===== src/rtl/dmem_access_arbiter.sv =====
// Shares the single-port data memory between the MEM stage and the UART debug
// channel; routes instruction-memory debug accesses to the imem debug port.
module dmem_access_arbiter #(
    parameter int unsigned MAX_WAIT = 8,
    parameter int unsigned DADDR_W  = 9
) (
    input  logic               clk,
    input  logic               reset,
    input  logic               cpu_req_valid,
    input  logic               cpu_we,
    input  logic [31:0]        cpu_addr,
    input  logic [31:0]        cpu_wdata,
    output logic [31:0]        cpu_rdata,
    output logic               cpu_stall,
    input  logic               cpu_halt,
    input  logic               dbg_req_valid,
    output logic               dbg_req_ready,
    input  logic               dbg_rw,
    input  logic               dbg_mem_type,
    input  logic [DADDR_W-1:0] dbg_addr,
    input  logic [31:0]        dbg_wdata,
    output logic               dbg_resp_valid,
    input  logic               dbg_resp_ready,
    output logic [41:0]        dbg_resp_frame,
    output logic               mem_we,
    output logic               mem_re,
    output logic [31:0]        mem_addr,
    output logic [31:0]        mem_wdata,
    input  logic [31:0]        mem_rdata,
    output logic               imem_dbg_we,
    output logic [DADDR_W-1:0] imem_dbg_addr,
    output logic [31:0]        imem_dbg_wdata,
    input  logic [31:0]        imem_dbg_rdata
);

    typedef enum logic [1:0] {
        S_IDLE = 2'd0,
        S_ARB  = 2'd1,
        S_RESP = 2'd2
    } state_t;

    localparam logic [7:0] LP_MAX_WAIT = 8'(MAX_WAIT);

    state_t               r_state, w_state_nxt;
    logic [7:0]           r_wait_cnt, w_wait_cnt_nxt;
    logic                 r_rw, r_type;
    logic [DADDR_W-1:0]   r_addr;
    logic [31:0]          r_wdata;
    logic [41:0]          r_frame, w_frame_nxt;
    logic                 w_latch;
    logic                 w_dgrant;
    logic [8:0]           w_faddr;

    assign w_faddr = 9'(r_addr);

    // Grant kept apart from the FSM block: mem_rdata depends on mem_addr, which depends on it.
    assign w_dgrant = !reset && (r_state == S_ARB) && !r_type &&
                      (!cpu_req_valid || cpu_halt || (r_wait_cnt == LP_MAX_WAIT));

    always_comb begin
        if (w_dgrant) begin
            mem_we    = r_rw;
            mem_re    = !r_rw;
            mem_addr  = 32'({r_addr, 2'b00});
            mem_wdata = r_wdata;
            cpu_rdata = '0;
        end else begin
            mem_we    = cpu_req_valid & cpu_we;
            mem_re    = cpu_req_valid & !cpu_we;
            mem_addr  = cpu_addr;
            mem_wdata = cpu_wdata;
            cpu_rdata = mem_rdata;
        end
    end

    assign cpu_stall      = w_dgrant & cpu_req_valid;
    assign imem_dbg_addr  = r_addr;
    assign imem_dbg_wdata = r_wdata;
    assign dbg_resp_frame = r_frame;

    always_comb begin
        w_state_nxt    = r_state;
        w_wait_cnt_nxt = r_wait_cnt;
        w_frame_nxt    = r_frame;
        w_latch        = 1'b0;
        dbg_req_ready  = 1'b0;
        dbg_resp_valid = 1'b0;
        imem_dbg_we    = 1'b0;
        case (r_state)
            S_IDLE: begin
                dbg_req_ready = 1'b1;
                if (dbg_req_valid) begin
                    w_latch        = 1'b1;
                    w_wait_cnt_nxt = '0;
                    w_state_nxt    = S_ARB;
                end
            end
            S_ARB: begin
                if (!r_type) begin
                    if (w_dgrant) begin
                        if (r_rw) begin
                            w_state_nxt = S_IDLE;
                        end else begin
                            w_frame_nxt = {1'b0, w_faddr, mem_rdata};
                            w_state_nxt = S_RESP;
                        end
                    end else if (r_wait_cnt != '1) begin
                        w_wait_cnt_nxt = r_wait_cnt + 8'd1;
                    end
                end else if (cpu_halt) begin
                    if (r_rw) begin
                        imem_dbg_we = 1'b1;
                        w_state_nxt = S_IDLE;
                    end else begin
                        w_frame_nxt = {1'b0, w_faddr, imem_dbg_rdata};
                        w_state_nxt = S_RESP;
                    end
                end else begin
                    w_frame_nxt = {1'b1, w_faddr, 32'h0};
                    w_state_nxt = S_RESP;
                end
            end
            S_RESP: begin
                dbg_resp_valid = 1'b1;
                if (dbg_resp_ready) w_state_nxt = S_IDLE;
            end
            default: w_state_nxt = S_IDLE;
        endcase
        // Reset silences every debug-side output in the cycle it is asserted.
        if (reset) begin
            dbg_req_ready  = 1'b0;
            dbg_resp_valid = 1'b0;
            imem_dbg_we    = 1'b0;
        end
    end

    always_ff @(posedge clk) begin
        if (reset) begin
            r_state    <= S_IDLE;
            r_wait_cnt <= '0;
            r_rw       <= 1'b0;
            r_type     <= 1'b0;
            r_addr     <= '0;
            r_wdata    <= '0;
            r_frame    <= '0;
        end else begin
            r_state    <= w_state_nxt;
            r_wait_cnt <= w_wait_cnt_nxt;
            r_frame    <= w_frame_nxt;
            if (w_latch) begin
                r_rw    <= dbg_rw;
                r_type  <= dbg_mem_type;
                r_addr  <= dbg_addr;
                r_wdata <= dbg_wdata;
            end
        end
    end

endmodule


===== config.mk =====
export PLATFORM = sky130hd
export DESIGN_NAME = dmem_access_arbiter
export DESIGN_NICKNAME = d
export VERILOG_FILES = /design/src/rtl/dmem_access_arbiter.sv
export SDC_FILE = /design/constraint.sdc
export NUM_CORES = 1
export LEC_CHECK = 0
export CAP_MARGIN = 30
export CORE_MARGIN = 3
export CORE_UTILIZATION = 26
export DETAILED_ROUTE_END_ITERATION = 7
export PLACE_DENSITY = 0.72
export SYNTH_ARGS = -nofsm -noshare
export SYNTH_HDL_FRONTEND = slang
export SYNTH_SLANG_ARGS = --single-unit

===== constraint.sdc =====
create_clock -name clk -period 4.75 [get_ports clk]
set_input_delay 0.95 -clock clk [delete_from_list [all_inputs] [get_ports clk]]
set_output_delay 0.95 -clock clk [all_outputs]
set_load 0.05 [all_outputs]

==> flow_summary.yaml <==
floorplanning:
  dieArea_mm2: 0.0203
  row_count: 49
  die_x_um: 143
  die_h_um: 143
  io_pins: 363
  start_util_pct: 26.7
  coreArea_mm2: 0.0181
placement:
  place_congestion: 0.811
  pre_cts_ws_ns: 0.587
  port_buffers: 362
  hpwlAfterDp_mm: 14.5
timing:
  drv_slew: 0
  tightest_slew_ns: 0.997
  setup_viol: 0
  relSlewSlack_pct: 33.4
  finalCriticalPeriod_ns: 4.20
  rsz0062_at_grt: "false"
  max_freq_mhz: 238
  finalSetupTns_ns: 0
  layout_worst_path_cycle_share_pct: 88.4
  setup_slack_ns: 0.551
  hold_violations: 0
  fin_skew_ns: 0.00832
  timing.hold.ws_ns: 0.472
synth:
  synth-compound-area-share_pct: 18.0
  synth-async-reset-ratio_pct: 0
  syn-cell-area_mm2: 0.00485
  synth_fa_ha_area_share_pct: 0.516
  synthDistinctLibCells: 38
  synthSimpleGateAreaFrac_pct: 23.0
  synthXorXnorAreaFrac_pct: 0
  synth_seq_cells: 95
  synth_top_family_by_area: "simple AND/OR/NAND/NOR gates"
  synthMuxAreaShare_pct: 13.6
  avgSynthCellArea_um2: 8.51
  seq_area_frac_synth_pct: 39.2
  syn_nets: 750
  synth-edff-count: 0
  synthesis.instances: 570
  ys.flop_type: "dfxtp_1"
  synth_warnings: 0
final_layout:
  area_delta_synth_final_pct: 78.3
  nets: 1079
  n_antenna_cell: 0
  multi_input_area_mm2: 0.00269
  drive_gt1_share_pct: 18.6
  register_area_mm2: 0.00190
  fill_cells: 1775
worst_setup_path:
  crit_path_cell_trace: "clkdlybuf4s50_1 -> inv_1 -> a311oi_4 -> or2_4 -> buf_4 -> mux2_2 -> buf_4"
  crit_family: "buffers and inverters"
  critPathMaxFanout: 59
  endpoint_kind: "output pin"
  cp_common_cell: "buf_4"
  critical_path_class: "in2out"
  critPathRequiredTime_ns: 3.80
  slowest_delay_ns: 0.51
  cp_num_buf_inv: 4
  critPathSlowestCell: "clkdlybuf4s50_1"
  cp-start-kind: "input pin"
  crit_arrival_ns: 3.25
cts:
  cts_htree_levels: 3
  cts_tree: "yes"
  cts_setup_buffers: 0
  insertion_delay_ns: 0.34
  clk_path_buf_depth: 2
  clockRootBuffer: "clkbuf_16"
  clk_pin_slew_worst_paths_ns: 0.06
  hold_buffers: 0
  cts-resized-gates: 0
  clock-sinks: 95
  cts_buffers: 9
global_routing:
  grt.total_usage_pct: 17.3
  grt_pass1_wl_mm: 27.8
  grt_max_degree: 66
  first_global_vias: 4895
  grt-ovfl-total: 0
  antenna_found_initial: 1
detailed_routing:
  via_per_inst: 4.65
  ant_nets: 0
  dr.pass1.iters: 4
  vias: 5269
  drc: 0
  wire_per_inst_um: 16.7
  drt-initial-drc-count: 175
  drt_wl_total_mm: 18.9
power:
  leakagePower_nw: 3.38
  p_per_area_mw_per_mm2: 292
  max-vdd-ir-drop_mv: 0.167
worst_hold_path:
  hold_path.class: "reg2reg"
outcome:
  status: "completed"
job:
  max_cap_violations: 0
-- power breakdown --
group          total, mW  switching (mW)  leakage (nW)  internal, mW
clock              0.717           0.309         0.136         0.409
sequential         0.879          0.0388         0.775         0.840
combinational      0.930           0.557          2.46         0.372
total               2.53           0.905          3.38          1.62
-- cells by family after synthesis --
group                    after synthesis
adder cells (fa/ha/maj)                2
multiplexers                          50
flip-flops                            95
buffers and inverters                 57
AO/OA/AOI/OAI                        134
AND/OR/NAND/NOR                      232
-- placed cells by master (no fill, tap or decap), types with 2 or more instances in the layout --
| cell type | synthesis | final |
|---|---|---|
| nand3_1 | 4 | 4 |
| inv_1 | 6 | 6 |
| clkbuf_1 | 35 | 2 |
| dfxtp_1 | 95 | 95 |
| a211oi_1 | 32 | 32 |
| mux2i_1 | 9 | 9 |
| or4_1 | 4 | 4 |
| nor2_1 | 54 | 53 |
| nand2b_1 | 3 | 2 |
| nand3b_1 | 2 | 2 |
| clkbuf_16 | 0 | 9 |
| and3_1 | 3 | 3 |
| and2_1 | 57 | 57 |
| mux2_2 | 12 | 12 |
| buf_4 | 4 | 103 |
| a31oi_1 | 3 | 3 |
| nor2b_1 | 2 | 2 |
| a22oi_1 | 32 | 32 |
| buf_12 | 0 | 2 |
| mux2_4 | 29 | 29 |
| a21oi_1 | 52 | 52 |
| clkdlybuf4s50_1 | 0 | 263 |
| nor3_1 | 3 | 3 |
| nand2_1 | 92 | 92 |
| ha_1 | 2 | 2 |
| o21ai_0 | 10 | 10 |
| clkinvlp_4 | 0 | 2 |
| or3_1 | 2 | 2 |
-- metal layers --
layer	global-route usage [%]	vias up	wire length, µm
li1	-	2626	-
met1	20.9	2445	7580
met2	30.6	178	9790
met3	4.91	18	1340
met4	3.70	2	192
met5	0	-	13
-- synthesized netlist by cell type (all sizes together) (4+ instances only) --
| cell | count | area, µm² |
|---|---|---|
| dfxtp | 95 | 1900 |
| a211oi | 32 | 240 |
| mux2 | 41 | 571 |
| inv | 6 | 22.5 |
| nor2 | 54 | 203 |
| clkbuf | 35 | 131 |
| a21oi | 53 | 269 |
| nand2b | 4 | 32.5 |
| and2 | 57 | 357 |
| a22oi | 32 | 240 |
| mux2i | 9 | 90.1 |
| or4 | 4 | 30.0 |
| o21ai | 10 | 50.1 |
| nand3 | 4 | 20.0 |
| buf | 15 | 116 |
| nand2 | 92 | 345 |
-- worst register-to-register path: stages (launching register included) --
cell,delay (ns)
dfxtp_1,0.36
inv_1,0.07
ha_1,0.16
nor4b_4,0.24
a311oi_4,0.19
a21oi_4,0.46
buf_4,0.59
nor2_1,0.12
a211oi_1,0.24
-- final timing paths --
check	startpoint	to	slack, ns	depth (start not counted)
max	cpu_req_valid	mem_wdata[10]	0.55	7
min	imem_dbg_wdata[26]$_SDFFE_PP0P_	imem_dbg_wdata[26]$_SDFFE_PP0P_	0.47	2
max reg2reg	r_wait_cnt[0]$_SDFFE_PP0P_	dbg_resp_frame[14]$_SDFFE_PP0P_	2.22	8
min reg2reg	imem_dbg_wdata[26]$_SDFFE_PP0P_	imem_dbg_wdata[26]$_SDFFE_PP0P_	0.47	2
-- final cells by class --
cell class | count | share of cell area [%]
Clock inverter | 5 | 0.680
Clock buffer | 11 | 2.69
Inverter | 7 | 0.304
Sequential cell | 95 | 22.0
Tap cell | 229 | 3.31
Timing Repair Buffer | 368 | 39.9
Multi-Input combinational cell | 418 | 31.2
-- sequential cells by signal, summed over array words and instances, names as in the netlist --
| name | flops |
|---|---|
| dbg_resp_frame | 42 |
| imem_dbg_addr | 9 |
| imem_dbg_wdata | 32 |
| r_rw | 1 |
| r_state | 2 |
| r_type | 1 |
| r_wait_cnt | 8 |
-- metrics by stage --
| stage | std cells | power [mW] | instance area (µm²) | utilization, % |
|---|---|---|---|---|
| 2_1_floorplan | 570 | 1.46 | 4850 | - |
| 3_3_place_gp | 1117 | 1.82 | 8350 | 46.0 |
| 3_5_place_dp | 1117 | 1.83 | 8350 | 46.0 |
| 4_1_cts | 1133 | 2.56 | 8650 | 47.6 |
| 5_1_grt | 1133 | 2.64 | 8650 | 47.6 |
| 6_report | 1133 | 2.53 | 8650 | 47.6 |
No activity file was read; power rests on OpenSTA's default activity.
